$ cat src/rtl/dmem_arbiter.sv
// -----------------------------------------------------------------------------
// dmem_arbiter
//   Two-requester front end for a word-addressed data memory. Requester 0
//   (load/store unit) and requester 1 (loader/debug) share the memory through
//   round-robin arbitration. Byte/half/word accesses arrive byte-addressed.
//   Loads are served with one word read followed by lane extraction and
//   sign/zero extension. Word stores need one word write. Sub-word stores need
//   a read-modify-write pair because the memory only writes whole words.
//
// Ports
//   clk, reset          clock, asynchronous active-high reset
//   rN_valid/rN_ready   request handshake (N = 0, 1)
//   rN_write            1 = store, 0 = load
//   rN_addr             byte address
//   rN_size             00 byte, 01 half, 10 word, 11 illegal
//   rN_unsigned         load extension: 1 = zero, 0 = sign
//   rN_wdata            right-aligned store data
//   rN_rvalid           one-cycle response pulse
//   rN_rdata, rN_rerr   response data / error flag, zero outside rvalid
//   mem_read/mem_write  memory strobes (never both high)
//   mem_addr            word index (byte address >> 2)
//   mem_wdata           full word to write
//   mem_rdata           combinational read data from memory
// -----------------------------------------------------------------------------
module dmem_arbiter #(
  parameter int ADDR_WIDTH = 32,
  parameter int DATA_WIDTH = 32
) (
  input  logic                  clk,
  input  logic                  reset,
  // requester 0
  input  logic                  r0_valid,
  output logic                  r0_ready,
  input  logic                  r0_write,
  input  logic [ADDR_WIDTH-1:0] r0_addr,
  input  logic [1:0]            r0_size,
  input  logic                  r0_unsigned,
  input  logic [DATA_WIDTH-1:0] r0_wdata,
  output logic                  r0_rvalid,
  output logic [DATA_WIDTH-1:0] r0_rdata,
  output logic                  r0_rerr,
  // requester 1
  input  logic                  r1_valid,
  output logic                  r1_ready,
  input  logic                  r1_write,
  input  logic [ADDR_WIDTH-1:0] r1_addr,
  input  logic [1:0]            r1_size,
  input  logic                  r1_unsigned,
  input  logic [DATA_WIDTH-1:0] r1_wdata,
  output logic                  r1_rvalid,
  output logic [DATA_WIDTH-1:0] r1_rdata,
  output logic                  r1_rerr,
  // memory
  output logic                  mem_read,
  output logic                  mem_write,
  output logic [ADDR_WIDTH-3:0] mem_addr,
  output logic [DATA_WIDTH-1:0] mem_wdata,
  input  logic [DATA_WIDTH-1:0] mem_rdata
);

  typedef enum logic [2:0] {
    S_IDLE,
    S_RD,
    S_WR,
    S_RMW_RD,
    S_RMW_WR,
    S_RESP
  } state_t;

  state_t                  state_q, state_d;
  logic                    last_grant_q, last_grant_d;
  logic                    id_q, id_d;
  logic                    write_q, write_d;
  logic [ADDR_WIDTH-1:0]   addr_q, addr_d;
  logic [1:0]              size_q, size_d;
  logic                    uns_q, uns_d;
  logic [DATA_WIDTH-1:0]   wdata_q, wdata_d;
  logic [DATA_WIDTH-1:0]   word_q, word_d;
  logic [DATA_WIDTH-1:0]   rdata_q, rdata_d;
  logic                    rerr_q, rerr_d;

  // Selected incoming request
  logic                    grant_id;
  logic                    req_write;
  logic [ADDR_WIDTH-1:0]   req_addr;
  logic [1:0]              req_size;
  logic                    req_uns;
  logic [DATA_WIDTH-1:0]   req_wdata;
  logic                    req_illegal;

  // Extract the addressed lane from a memory word and extend it to full width.
  function automatic logic [DATA_WIDTH-1:0] load_extract(
    input logic [DATA_WIDTH-1:0] word,
    input logic [1:0]            lane,
    input logic [1:0]            size,
    input logic                  uns
  );
    logic [7:0]            b;
    logic [15:0]           h;
    logic [DATA_WIDTH-1:0] r;
    b = word[8*lane +: 8];
    h = lane[1] ? word[31:16] : word[15:0];
    case (size)
      2'b00:   r = uns ? {24'b0, b} : {{24{b[7]}}, b};
      2'b01:   r = uns ? {16'b0, h} : {{16{h[15]}}, h};
      default: r = word;
    endcase
    return r;
  endfunction

  // Replace the addressed byte/half lane of a word with right-aligned data.
  function automatic logic [DATA_WIDTH-1:0] store_merge(
    input logic [DATA_WIDTH-1:0] word,
    input logic [1:0]            lane,
    input logic [1:0]            size,
    input logic [DATA_WIDTH-1:0] wd
  );
    logic [DATA_WIDTH-1:0] r;
    r = word;
    if (size == 2'b00) begin
      r[8*lane +: 8] = wd[7:0];
    end else begin
      r[16*lane[1] +: 16] = wd[15:0];
    end
    return r;
  endfunction

  // When both requesters are valid the one not served last wins; otherwise
  // the sole valid requester wins.
  assign grant_id  = (r0_valid && r1_valid) ? ~last_grant_q : r1_valid;
  assign req_write = grant_id ? r1_write    : r0_write;
  assign req_addr  = grant_id ? r1_addr     : r0_addr;
  assign req_size  = grant_id ? r1_size     : r0_size;
  assign req_uns   = grant_id ? r1_unsigned : r0_unsigned;
  assign req_wdata = grant_id ? r1_wdata    : r0_wdata;

  assign req_illegal = (req_size == 2'b11) ||
                       ((req_size == 2'b01) && req_addr[0]) ||
                       ((req_size == 2'b10) && (req_addr[1:0] != 2'b00));

  always_comb begin
    state_d      = state_q;
    last_grant_d = last_grant_q;
    id_d         = id_q;
    write_d      = write_q;
    addr_d       = addr_q;
    size_d       = size_q;
    uns_d        = uns_q;
    wdata_d      = wdata_q;
    word_d       = word_q;
    rdata_d      = rdata_q;
    rerr_d       = rerr_q;

    r0_ready  = 1'b0;
    r1_ready  = 1'b0;
    r0_rvalid = 1'b0;
    r1_rvalid = 1'b0;
    r0_rdata  = '0;
    r1_rdata  = '0;
    r0_rerr   = 1'b0;
    r1_rerr   = 1'b0;
    mem_read  = 1'b0;
    mem_write = 1'b0;
    mem_addr  = '0;
    mem_wdata = '0;

    case (state_q)
      S_IDLE: begin
        // Ready is suppressed while reset is held so nothing looks accepted.
        if (!reset && (r0_valid || r1_valid)) begin
          r0_ready     = ~grant_id;
          r1_ready     = grant_id;
          last_grant_d = grant_id;
          id_d         = grant_id;
          write_d      = req_write;
          addr_d       = req_addr;
          size_d       = req_size;
          uns_d        = req_uns;
          wdata_d      = req_wdata;
          rdata_d      = '0;
          rerr_d       = req_illegal;
          if (req_illegal) begin
            state_d = S_RESP;
          end else if (!req_write) begin
            state_d = S_RD;
          end else if (req_size == 2'b10) begin
            state_d = S_WR;
          end else begin
            state_d = S_RMW_RD;
          end
        end
      end
      S_RD: begin
        mem_read = 1'b1;
        mem_addr = addr_q[ADDR_WIDTH-1:2];
        rdata_d  = load_extract(mem_rdata, addr_q[1:0], size_q, uns_q);
        state_d  = S_RESP;
      end
      S_WR: begin
        mem_write = 1'b1;
        mem_addr  = addr_q[ADDR_WIDTH-1:2];
        mem_wdata = wdata_q;
        state_d   = S_RESP;
      end
      S_RMW_RD: begin
        mem_read = 1'b1;
        mem_addr = addr_q[ADDR_WIDTH-1:2];
        word_d   = mem_rdata;
        state_d  = S_RMW_WR;
      end
      S_RMW_WR: begin
        mem_write = 1'b1;
        mem_addr  = addr_q[ADDR_WIDTH-1:2];
        mem_wdata = store_merge(word_q, addr_q[1:0], size_q, wdata_q);
        state_d   = S_RESP;
      end
      S_RESP: begin
        // rdata_q is zero for stores and errors, so it can be forwarded as is.
        r0_rvalid = ~id_q;
        r1_rvalid = id_q;
        r0_rdata  = id_q ? '0 : rdata_q;
        r1_rdata  = id_q ? rdata_q : '0;
        r0_rerr   = ~id_q & rerr_q;
        r1_rerr   = id_q & rerr_q;
        state_d   = S_IDLE;
      end
      default: begin
        state_d = S_IDLE;
      end
    endcase
  end

  always_ff @(posedge clk or posedge reset) begin
    if (reset) begin
      state_q      <= S_IDLE;
      last_grant_q <= 1'b1;  // requester 0 wins the first contended grant
      id_q         <= 1'b0;
      write_q      <= 1'b0;
      addr_q       <= '0;
      size_q       <= 2'b00;
      uns_q        <= 1'b0;
      wdata_q      <= '0;
      word_q       <= '0;
      rdata_q      <= '0;
      rerr_q       <= 1'b0;
    end else begin
      state_q      <= state_d;
      last_grant_q <= last_grant_d;
      id_q         <= id_d;
      write_q      <= write_d;
      addr_q       <= addr_d;
      size_q       <= size_d;
      uns_q        <= uns_d;
      wdata_q      <= wdata_d;
      word_q       <= word_d;
      rdata_q      <= rdata_d;
      rerr_q       <= rerr_d;
    end
  end

  // write_q is latched for completeness of the request record; the access
  // path is already fully encoded in the state sequence.
  logic unused_write;
  assign unused_write = write_q;

endmodule

$ cat config.mk
export PLATFORM = sky130hd
export DESIGN_NAME = dmem_arbiter
export DESIGN_NICKNAME = d
export VERILOG_FILES = /design/src/rtl/dmem_arbiter.sv
export SDC_FILE = /design/constraint.sdc
export NUM_CORES = 1
export LEC_CHECK = 0
export ABC_AREA = 1
export BUFFER_PORTS_ARGS = -buffer_cell sky130_fd_sc_hd__buf_4
export CORE_UTILIZATION = 36
export CTS_CLUSTER_DIAMETER = 200
export DETAILED_ROUTE_END_ITERATION = 16
export PLACE_DENSITY_LB_ADDON = 0.2
export SYNTH_ARGS = -nofsm -noshare
export SYNTH_HDL_FRONTEND = slang
export SYNTH_SLANG_ARGS = --single-unit
$ cat constraint.sdc
create_clock -name clk -period 13.3 [get_ports clk]
set_clock_uncertainty 0.1 [all_clocks]
set_input_delay 2.66 -clock clk [delete_from_list [all_inputs] [get_ports clk]]
set_output_delay 2.66 -clock clk [all_outputs]
set_load 0.01 [all_outputs]
==> results.md <==
* Outcome: completed
* Cell Chain, Critical Path: buf_4 -> inv_6 -> o21ai_2 -> nor2_8 -> nand2_4 -> inv_4 -> buf_4
* Resized cells post-CTS at 0
* WHS Endpoint: rdata_q[19]$_DFFE_PP0P_
* Max-cap violations at 0
* Clock tree from TritonCTS: built
* Setup-failing EPs final at 0
* Setup repair after global routing missed its margin: false
* Minimum setup slack among reg-to-reg paths at 10,960 ps
* Die area at 23,600 sq um
* Min Clock Period, post-route at 7660 ps
* Post-detailed-routing wire length at 28,100 microns
* Fill cells at 2,298
* Crit-path max cell delay at 510 ps
* Area of the core at 22,600 sq um
* Fraction of the cycle the final worst path needs at 57.6%
* Number of distinct standard cells referenced by the synthesized netlist at 36
* Share of layout cells above drive strength 1 at 25.4%
* Routed via count divided by cell count at 5.07
* Vias in the first global route at 8,078
* Number of instances in the synthesized netlist at 1,190
* Clock slew seen by the registers of the worst setup and hold paths at 70 ps
* Cell mode on critical path: sky130_fd_sc_hd__buf_4
* Number of synthesis warnings at 0
* Worst min path class: register to register
* Synth Net Count at 1,367
* Peak ir drop on the vdd network at 105 uV
* Startpoint of the lowest-slack hold path: rdata_q[19]$_DFFE_PP0P_
* Synth-to-layout area growth at 34.8%
* Overall Power at 2.46 mW
* Min-Delay Path Depth at 2
* Measured slew at the worst slew-check pin at 1130 ps
* Post-synthesis sequential area ratio at 41.4%
* Count of endpoints failing hold in the final timing report at 0
* Initial antenna violation count at 1
* FP Rows at 55
* Starting density of the core at 36.7%
* R2R cell count at 7
* Die height at 154 microns
* Horizontal die dimension at 154 microns
* Clock buffers created by TritonCTS at 17
* Hold-fix buffer count after cts at 0
* Combinational family with the most area after synthesis: simple AND/OR/NAND/NOR gates
* Category of cells accounting for the largest share of critical-path delay: buffers and inverters
* Number of placed I/O pins at 306
* Final Worst Setup Slack at 5640 ps
* Maximum fanout encountered on the critical timing path at 80
* Area taken by multi-input logic gates at 3870 sq um
* Total via count in the routed design at 8,849
* Weighted congestion at the end of routability-driven global placement at 0.866
* Share of synthesized cell area in full adder, half adder and majority cells at 0.755%
* Detailed router's first-iteration violation count at 695
* Diode insertion count for antenna repair at 0
* Critical path startpoint category: primary input
* Maximum frequency from static timing analysis at 0.131 GHz
* Largest net degree at the start of global routing at 85
* Number of DRC violations after detailed routing at 0
* Worst rel slew slack at 24.3%
* Cell at the slowest stage of the critical path: sky130_fd_sc_hd__inv_6
* Global-route total usage across every layer at 23.5%
* Quantity of I/O buffers inserted on ports at 305
* LEAKAGE at 6.02 nW
* Count of buffer and inverter cells on the critical path at 4
* Share of the core filled with cells in the final layout at 49.5%
* Element type at the critical path end: primary output
* TritonCTS Sinks at 137
* Count of nets left with antenna violations after detail routing at 0
* Clock buffer depth at 2
* Source of the worst register-to-register timing path: state_q[0]$_DFFE_PP0P_
* Detailed-routing iteration count for the pre-antenna-repair pass at 5
* XOR/XNOR share of the synthesized area at 0%
* Worst setup slack after placement at 5550 ps
* Skew-Pair Late Insertion Delay at 420 ps
* Total of flip-flops plus latches after synthesis at 137
* Setup_tns at 0 ps
* Routed length per instance at 16.1 microns
* Worst flop-to-flop path endpoint: wdata_q[1]$_DFFE_PP0P_
* Count of nets after finishing at 1,626
* First-pass GRT wire length at 43,500 microns
* Average cell area after synthesis at 6.96 sq um
* Compound-gate portion of the synthesized area at 15.7%
* Required arrival time at the worst endpoint at 10,540 ps
* Simple-Gate Fraction of Synth Area at 30.2%
* DP HPWL at 20,500 microns
* Number of H-tree branching levels at 4
* Setup crit start: reset
* Gr ovfl total at 0
* Arrival time at the worst endpoint at 4900 ps
* Proportion of synthesized area in mux cells at 0%
* Storage cell area at 3430 sq um
* Pwr/cell area at 221 nW/um^2
* Type of the worst setup path: primary input to primary output
* Post-synthesis cell area at 8280 sq um
* Number of post-CTS setup repair buffers at 0
* Cell chosen for the clock root: sky130_fd_sc_hd__clkbuf_16
* Final number of max-transition violations at 0
[cell usage after synthesis]
| master | number | area (sq um) |
|---|---|---|
| sky130_fd_sc_hd__nor2_8 | 2 | 40.0 |
| sky130_fd_sc_hd__o21a_1 | 1 | 7.51 |
| sky130_fd_sc_hd__a21oi_1 | 48 | 240 |
| sky130_fd_sc_hd__o22ai_1 | 14 | 87.6 |
| sky130_fd_sc_hd__inv_2 | 6 | 22.5 |
| sky130_fd_sc_hd__nand3_2 | 1 | 10.0 |
| sky130_fd_sc_hd__inv_4 | 1 | 6.26 |
| sky130_fd_sc_hd__o21ai_2 | 1 | 8.76 |
| sky130_fd_sc_hd__nand3b_1 | 2 | 15.0 |
| sky130_fd_sc_hd__nor2_4 | 1 | 11.3 |
| sky130_fd_sc_hd__nand2_4 | 3 | 33.8 |
| sky130_fd_sc_hd__buf_8 | 1 | 15.0 |
| sky130_fd_sc_hd__o211ai_2 | 1 | 12.5 |
| sky130_fd_sc_hd__o221ai_1 | 23 | 201 |
| sky130_fd_sc_hd__buf_1 | 9 | 33.8 |
| sky130_fd_sc_hd__a31oi_1 | 1 | 6.26 |
| sky130_fd_sc_hd__buf_6 | 9 | 101 |
| sky130_fd_sc_hd__nor2_2 | 4 | 25.0 |
| sky130_fd_sc_hd__buf_2 | 29 | 145 |
| sky130_fd_sc_hd__inv_1 | 147 | 552 |
| sky130_fd_sc_hd__clkbuf_1 | 16 | 60.1 |
| sky130_fd_sc_hd__dfrtp_1 | 136 | 3400 |
| sky130_fd_sc_hd__nand2_2 | 2 | 12.5 |
| sky130_fd_sc_hd__o21ai_0 | 82 | 410 |
| sky130_fd_sc_hd__o211ai_1 | 39 | 293 |
| sky130_fd_sc_hd__nand2_1 | 411 | 1540 |
| sky130_fd_sc_hd__ha_1 | 5 | 62.6 |
| sky130_fd_sc_hd__clkinv_4 | 1 | 8.76 |
| sky130_fd_sc_hd__nor3_2 | 1 | 10.0 |
| sky130_fd_sc_hd__buf_4 | 5 | 37.5 |
| sky130_fd_sc_hd__o21ai_1 | 6 | 30.0 |
| sky130_fd_sc_hd__nor2_1 | 90 | 338 |
| sky130_fd_sc_hd__dfstp_2 | 1 | 26.3 |
| sky130_fd_sc_hd__nand3_4 | 1 | 17.5 |
| sky130_fd_sc_hd__inv_6 | 1 | 8.76 |
| sky130_fd_sc_hd__nand3_1 | 89 | 445 |
[cell usage in the layout (no fill, tap or decap), types with 2 or more instances in the layout]
cell	n
sky130_fd_sc_hd__inv_2	6
sky130_fd_sc_hd__o211ai_1	39
sky130_fd_sc_hd__clkbuf_16	17
sky130_fd_sc_hd__nand3_1	89
sky130_fd_sc_hd__nand2_1	410
sky130_fd_sc_hd__o21ai_1	6
sky130_fd_sc_hd__buf_4	309
sky130_fd_sc_hd__nand3b_1	2
sky130_fd_sc_hd__inv_6	7
sky130_fd_sc_hd__o22ai_1	14
sky130_fd_sc_hd__nor2_8	2
sky130_fd_sc_hd__inv_1	146
sky130_fd_sc_hd__clkinvlp_4	3
sky130_fd_sc_hd__nand2_4	3
sky130_fd_sc_hd__dfrtp_1	135
sky130_fd_sc_hd__o21ai_0	82
sky130_fd_sc_hd__nor2_1	89
sky130_fd_sc_hd__a21oi_1	48
sky130_fd_sc_hd__o221ai_1	23
sky130_fd_sc_hd__bufinv_16	2
sky130_fd_sc_hd__nand2_2	3
sky130_fd_sc_hd__clkinv_4	5
sky130_fd_sc_hd__ha_1	5
sky130_fd_sc_hd__nor2_2	5
[logic make-up after synthesis]
| group | count (synthesis) |
|---|---|
| AOI/OAI and AO/OA | 216 |
| DFF | 137 |
| adders and majority gates | 5 |
| buffers and inverters | 225 |
| and+or+nand+nor | 607 |
[worst min-delay path, cell delays in order, from the launching register on]
cell                      delay (ps)
sky130_fd_sc_hd__dfrtp_1         350
sky130_fd_sc_hd__nand2_1          50
sky130_fd_sc_hd__nand2_1          50
[stage by stage]
| step | instance area, sq um | hold WS [ps] | cells |
|---|---|---|---|
| final | 11200 | 382 | 1747 |
| after global routing | 11200 | 403 | 1747 |
| after CTS | 11200 | 384 | 1747 |
| after detailed placement | 10600 | 369 | 1715 |
| after global placement | 10600 | 365 | 1715 |
| after floorplan | 8280 | 343 | 1190 |
[layout make-up]
type | count | area share (%)
timing repair buffer | 309 | 20.8
clock inverter | 14 | 1.45
clock buffer | 18 | 3.84
sequential | 137 | 30.7
multi-input combinational | 828 | 34.6
inverter | 156 | 5.40
tap | 285 | 3.19
[sequential cells by signal (all words and copies together) (netlist names), 2 cells and up]
register / count
rdata_q: 32
word_q: 32
addr_q: 32
state_q: 3
size_q: 2
wdata_q: 32
[metal layers]
metal  wire (microns)  vias to the layer above  GRT usage [%]  share of wire (%)
met5               13                        -              0              0.046
met1            12000                     4180           30.8                 43
li1                 -                     4315              -                  -
met3             2070                       22           6.23                7.4
met4              282                        2           4.43                1.0
met2            13700                      330           39.3                 49
[worst max-delay path by stage]
stage | end | slack, ps | depth (start not counted)
floorplan | r1_ready | 3880 | 6
global placement | r0_ready | 5570 | 7
detailed placement | r0_ready | 5550 | 7
CTS | r0_ready | 5550 | 7
global route | r0_ready | 5370 | 7
finish | r0_ready | 5640 | 7
[power by group]
group	internal (mW)	switching (mW)	total, mW
registers	0.608	0.127	0.735
clock network	0.280	0.202	0.482
logic	0.470	0.777	1.25
total	1.36	1.11	2.46
No activity file was read; power rests on OpenSTA's default activity.
